$ cat src/rtl/vga_timing_gen.sv
// vga_timing_gen -- free-running VGA raster timing generator.
//
// Produces the pixel position and the sync/blank strobes for a raster whose
// geometry is set by the H_*/V_* parameters (defaults: 640x480 @ 800x525).
// Every output is a flop, and sync/blank are computed from the same "next"
// position that is loaded into DrawX/DrawY. That way the strobes seen in a
// cycle always describe the position seen in that same cycle.
//
// Ports:
//   pixel_clk    in   pixel clock
//   Reset        in   asynchronous, active-high reset
//   hs           out  horizontal sync, active low
//   vs           out  vertical sync, active low
//   blank        out  1 = active video, 0 = blanking
//   DrawX        out  horizontal position, 0..H_TOTAL-1
//   DrawY        out  vertical position, 0..V_TOTAL-1
//   frame_start  out  one-cycle pulse when the raster wraps back to (0,0)
//   frame_count  out  frames completed since reset, wraps at 16 bits
module vga_timing_gen #(
    parameter int H_VISIBLE = 640,
    parameter int H_FRONT   = 16,
    parameter int H_SYNC    = 96,
    parameter int H_BACK    = 48,
    parameter int V_VISIBLE = 480,
    parameter int V_FRONT   = 10,
    parameter int V_SYNC    = 2,
    parameter int V_BACK    = 33
) (
    input  logic        pixel_clk,
    input  logic        Reset,
    output logic        hs,
    output logic        vs,
    output logic        blank,
    output logic [9:0]  DrawX,
    output logic [9:0]  DrawY,
    output logic        frame_start,
    output logic [15:0] frame_count
);

    localparam int H_TOTAL = H_VISIBLE + H_FRONT + H_SYNC + H_BACK;
    localparam int V_TOTAL = V_VISIBLE + V_FRONT + V_SYNC + V_BACK;

    // The position counters are 10 bits wide, so neither total may exceed 1024.
    if (H_TOTAL > 1024 || V_TOTAL > 1024) begin : gBadTiming
        $error("vga_timing_gen: H_TOTAL and V_TOTAL must be <= 1024");
    end

    // The window limits are kept at 11 bits. A limit equal to 1024 then does
    // not alias to 0.
    localparam logic [10:0] H_LAST     = 11'(H_TOTAL - 1);
    localparam logic [10:0] V_LAST     = 11'(V_TOTAL - 1);
    localparam logic [10:0] H_ACT      = 11'(H_VISIBLE);
    localparam logic [10:0] V_ACT      = 11'(V_VISIBLE);
    localparam logic [10:0] HS_START   = 11'(H_VISIBLE + H_FRONT);
    localparam logic [10:0] HS_END     = 11'(H_VISIBLE + H_FRONT + H_SYNC);
    localparam logic [10:0] VS_START   = 11'(V_VISIBLE + V_FRONT);
    localparam logic [10:0] VS_END     = 11'(V_VISIBLE + V_FRONT + V_SYNC);

    logic        lineEnd;
    logic        frameEnd;
    logic [9:0]  xNext;
    logic [9:0]  yNext;
    logic [10:0] xWide;
    logic [10:0] yWide;

    assign lineEnd  = ({1'b0, DrawX} == H_LAST);
    assign frameEnd = lineEnd && ({1'b0, DrawY} == V_LAST);

    always_comb begin
        xNext = DrawX + 10'd1;
        yNext = DrawY;
        if (lineEnd) begin
            xNext = '0;
            yNext = frameEnd ? '0 : DrawY + 10'd1;
        end
    end

    assign xWide = {1'b0, xNext};
    assign yWide = {1'b0, yNext};

    always_ff @(posedge pixel_clk or posedge Reset) begin
        if (Reset) begin
            DrawX       <= '0;
            DrawY       <= '0;
            hs          <= 1'b1;
            vs          <= 1'b1;
            blank       <= 1'b1;
            frame_start <= 1'b0;
            frame_count <= '0;
        end else begin
            DrawX       <= xNext;
            DrawY       <= yNext;
            // Strobes are decoded from the next position so they line up with it.
            hs          <= !(xWide >= HS_START && xWide < HS_END);
            vs          <= !(yWide >= VS_START && yWide < VS_END);
            blank       <= (xWide < H_ACT) && (yWide < V_ACT);
            // The (H_LAST,V_LAST) -> (0,0) wrap is the only source of the pulse.
            // The reset-held (0,0) is therefore never flagged.
            frame_start <= frameEnd;
            if (frameEnd) begin
                frame_count <= frame_count + 16'd1;
            end
        end
    end

endmodule
$ cat config.mk
export PLATFORM = sky130hd
export DESIGN_NAME = vga_timing_gen
export DESIGN_NICKNAME = d
export VERILOG_FILES = /design/src/rtl/vga_timing_gen.sv
export SDC_FILE = /design/constraint.sdc
export NUM_CORES = 1
export LEC_CHECK = 0
export ABC_AREA = 1
export BUFFER_PORTS_ARGS = -buffer_cell sky130_fd_sc_hd__buf_2
export CORE_ASPECT_RATIO = 0.6
export CORE_UTILIZATION = 55
export DETAILED_ROUTE_END_ITERATION = 10
export PLACE_DENSITY = 0.79
export SYNTH_ARGS = -nofsm -noshare
export SYNTH_HDL_FRONTEND = slang
export SYNTH_SLANG_ARGS = --single-unit
$ cat constraint.sdc
create_clock -name pixel_clk -period 5.1 [get_ports pixel_clk]
set_input_delay 1.02 -clock pixel_clk [delete_from_list [all_inputs] [get_ports pixel_clk]]
set_output_delay 1.02 -clock pixel_clk [all_outputs]
set_load 0.01 [all_outputs]
==> flow_summary.yaml <==
status:
  status: "finished, violations left"
  violations: "design-rule violations"
power:
  p_leak_nw: 1.503
  ir_worst_vdd_uv: 179.9
  pwr-share-clk_pct: 44.3
  p_seq_share_pct: 54.5
  p_comb_share_pct: 1.2
  p_sw_share_pct: 20.34
  power_density_nw_per_um2: 221.5
  internal_power_w: 0.0004630
  power.switching_w: 0.0001182
clocking:
  cts-hold-fix-buffers: 0
  postCtsSetupBuffers: 0
  cts_resized: 0
  cts_tree: "built"
  cts_num_sinks: 40
  cts_made_buffers: 5
  clk_latency_ns: 0.30
  clk_pin_slew_worst_paths_ns: 0.08
  clockRootBuffer: "clkbuf_8"
  cts_max_path_buffers: 2
  htree_levels: 2
finish:
  area_growth_pct: 16.89
  multi_input_area_um2: 1056
  final_common_cell: "nand2_1"
  fin_cells: 385
  diodes: 0
  nNetsFinal: 344
  fin_area_um2: 2624
  final_cell_mix: "75 x nand2_1, 46 x inv_1, 41 x buf_2, 37 x dfrtp_1, 36 x nor2_1"
  drive_gt1_share_pct: 19.82
  fill_cells: 311
  regArea_um2: 1005
yosys:
  yosysWarnings: 0
  synth_cell_types: 25
  avgSynthCellArea_um2: 7.794
  synth_cells: 288
  synth_nets: 295
  ys_ff_latch: 40
  syn-cell-area_um2: 2245
  synth_seq_area_share_pct: 44.76
placed_design:
  placed_area_um2: 2516
  gp_congestion: 0.9754
  io_buffers: 41
  dp.cells: 377
  hpwl_um: 4092
flow_run:
  drv_cap: 0
timing:
  tightestPinTransition_ns: 0.4913
  rsz0062_at_grt: "no"
  slew_violations: 0
  relSlewSlack_pct: 67.25
  setup_viol: 0
  finalSetupTns_ns: 0
  hold_viol: 0
  min_period_over_period_pct: 38.96
  fmax_mhz: 503.3
  clock_skew_ns: 0.004164
  layout_min_cycle_time_ns: 1.987
route:
  dr_wl_met3_um: 446
  topRoutingLayerUsed: "met4"
  vias: 2009
  met2_length_um: 2075
  drc_errors: 8
  first_iter_violations: 179
  postRouteAntennaNets: 0
  first_pass_iters: 7
  wl_met1_um: 2761
  drt-wirelength-per-cell_um: 13.90
  wl_um: 5352
  viasPerCell: 5.218
floorplan:
  die_h_um: 51.49
  rows: 17
  die_w_um: 84.48
  io_pins: 42
  initial_core_util_pct: 59.29
  core_area_um2: 3786
  dieArea_um2: 4349
global_routing:
  overflow: 0
  antenna_found_initial: 0
  grt_pass1_wl_um: 8935
  grt_pass1_vias: 1803
  grt_max_degree: 41
  grt_usage_pct: 28.17
critical_path:
  cpPeakStageDelay_ns: 0.44
  cp_top_family: "simple AND/OR/NAND/NOR gates"
  worstPathCellList: "ha_1 > inv_1 > nor2_1 > nand3_1 > nand2_1 > nand2_1 > nand2_1 > nand2_1 > inv_1 > nand3_1 > nor2_1 > nor2_1"
  worstPathArrival_ns: 2.21
  slowest_stage: "dfrtp_1"
  crit_start: "DrawY[0]"
  timing.critical_path.buf_inv: 2
  worstReg2RegStart: "DrawY[0]"
  cp_max_fo: 7
  critPathRequiredTime_ns: 5.33
  cp_common_cell: "nand2_1"
  start_kind: "register"
  crit_type: "reg2reg"
  end_kind: "register"
min_path:
  min_from: "frame_count[11]"
  hold_class: "reg2reg"
layout make-up:
| cell class | count | area share [%] |
|---|---|---|
| Clock buffer | 6 | 2.766 |
| Clock inverter | 2 | 1.335 |
| Inverter | 49 | 7.010 |
| Multi-Input combinational cell | 199 | 40.25 |
| Sequential cell | 40 | 38.29 |
| Tap cell | 47 | 2.241 |
| Timing Repair Buffer | 42 | 8.107 |
sequential cells by signal, summed over array words and instances (netlist names):
name	cells
blank	1
vs	1
frame_count	16
DrawY	10
DrawX	10
frame_start	1
hs	1
stage by stage:
step	worst slack [ns]	util (%)	total power (W)	hold WS [ns]
2_1_floorplan	3.167	-	0.0003278	0.5308
3_3_place_gp	3.225	66.46	0.0003306	0.4925
3_5_place_dp	3.184	66.46	0.0003307	0.5096
4_1_cts	3.119	69.30	0.0005844	0.5204
5_1_grt	2.970	69.30	0.0006007	0.5433
6_report	3.113	69.30	0.0005813	0.5113
Yosys cell counts, drive strengths merged:
cell type  count  area (um^2)
o21ai         10        50.04
nor3           7        35.03
nand2         78        305.3
a21oi          2        10.01
dfrtp         37        925.9
inv           49        183.9
ha             5        62.56
nand4          6        37.54
dfstp          3        78.83
xnor2          3        26.28
xor2          13        113.9
nand3         29        162.7
nor4           2        27.53
nor2          42        210.2
o21bai         2        15.01
path summary, 6_finish.rpt:
kind,end,slack [ns],cells past startpoint
worst min-delay path,frame_count[11],0.51,1
worst max register to register,blank,3.11,12
min in group asynchronous,frame_count[7],0.82,3
worst min register to register,frame_count[11],0.51,1
max in group asynchronous,hs,3.92,3
worst max-delay path,blank,3.11,12
power groups by stage:
stage	combinational, W	clock (W)	sequential, W
after CTS	0.00000743	0.000260	0.000317
after global placement	0.00000740	0	0.000323
after detailed placement	0.00000750	0	0.000323
final	0.00000678	0.000257	0.000317
after floorplan	0.00000464	0	0.000323
after global routing	0.00000846	0.000275	0.000317
routing by layer:
| layer | up-vias | global-route usage, % |
|---|---|---|
| li1 | 993 | - |
| met1 | 934 | 45.43 |
| met2 | 75 | 34.97 |
| met3 | 7 | 7.431 |
| met4 | 0 | 9.605 |
| met5 | - | 0 |
cell families (layout without fill, tap and decap cells):
family,after synthesis,in the layout,share of synthesized area [%]
and+or+nand+nor,164,164,34.67
buffers and inverters,49,99,8.194
DFF,40,40,44.76
xor gates and xnor gates,16,16,6.243
AOI/OAI and AO/OA,14,14,3.344
adders and majority gates,5,5,2.787
Note: power is estimated with default switching activity, not from simulation.
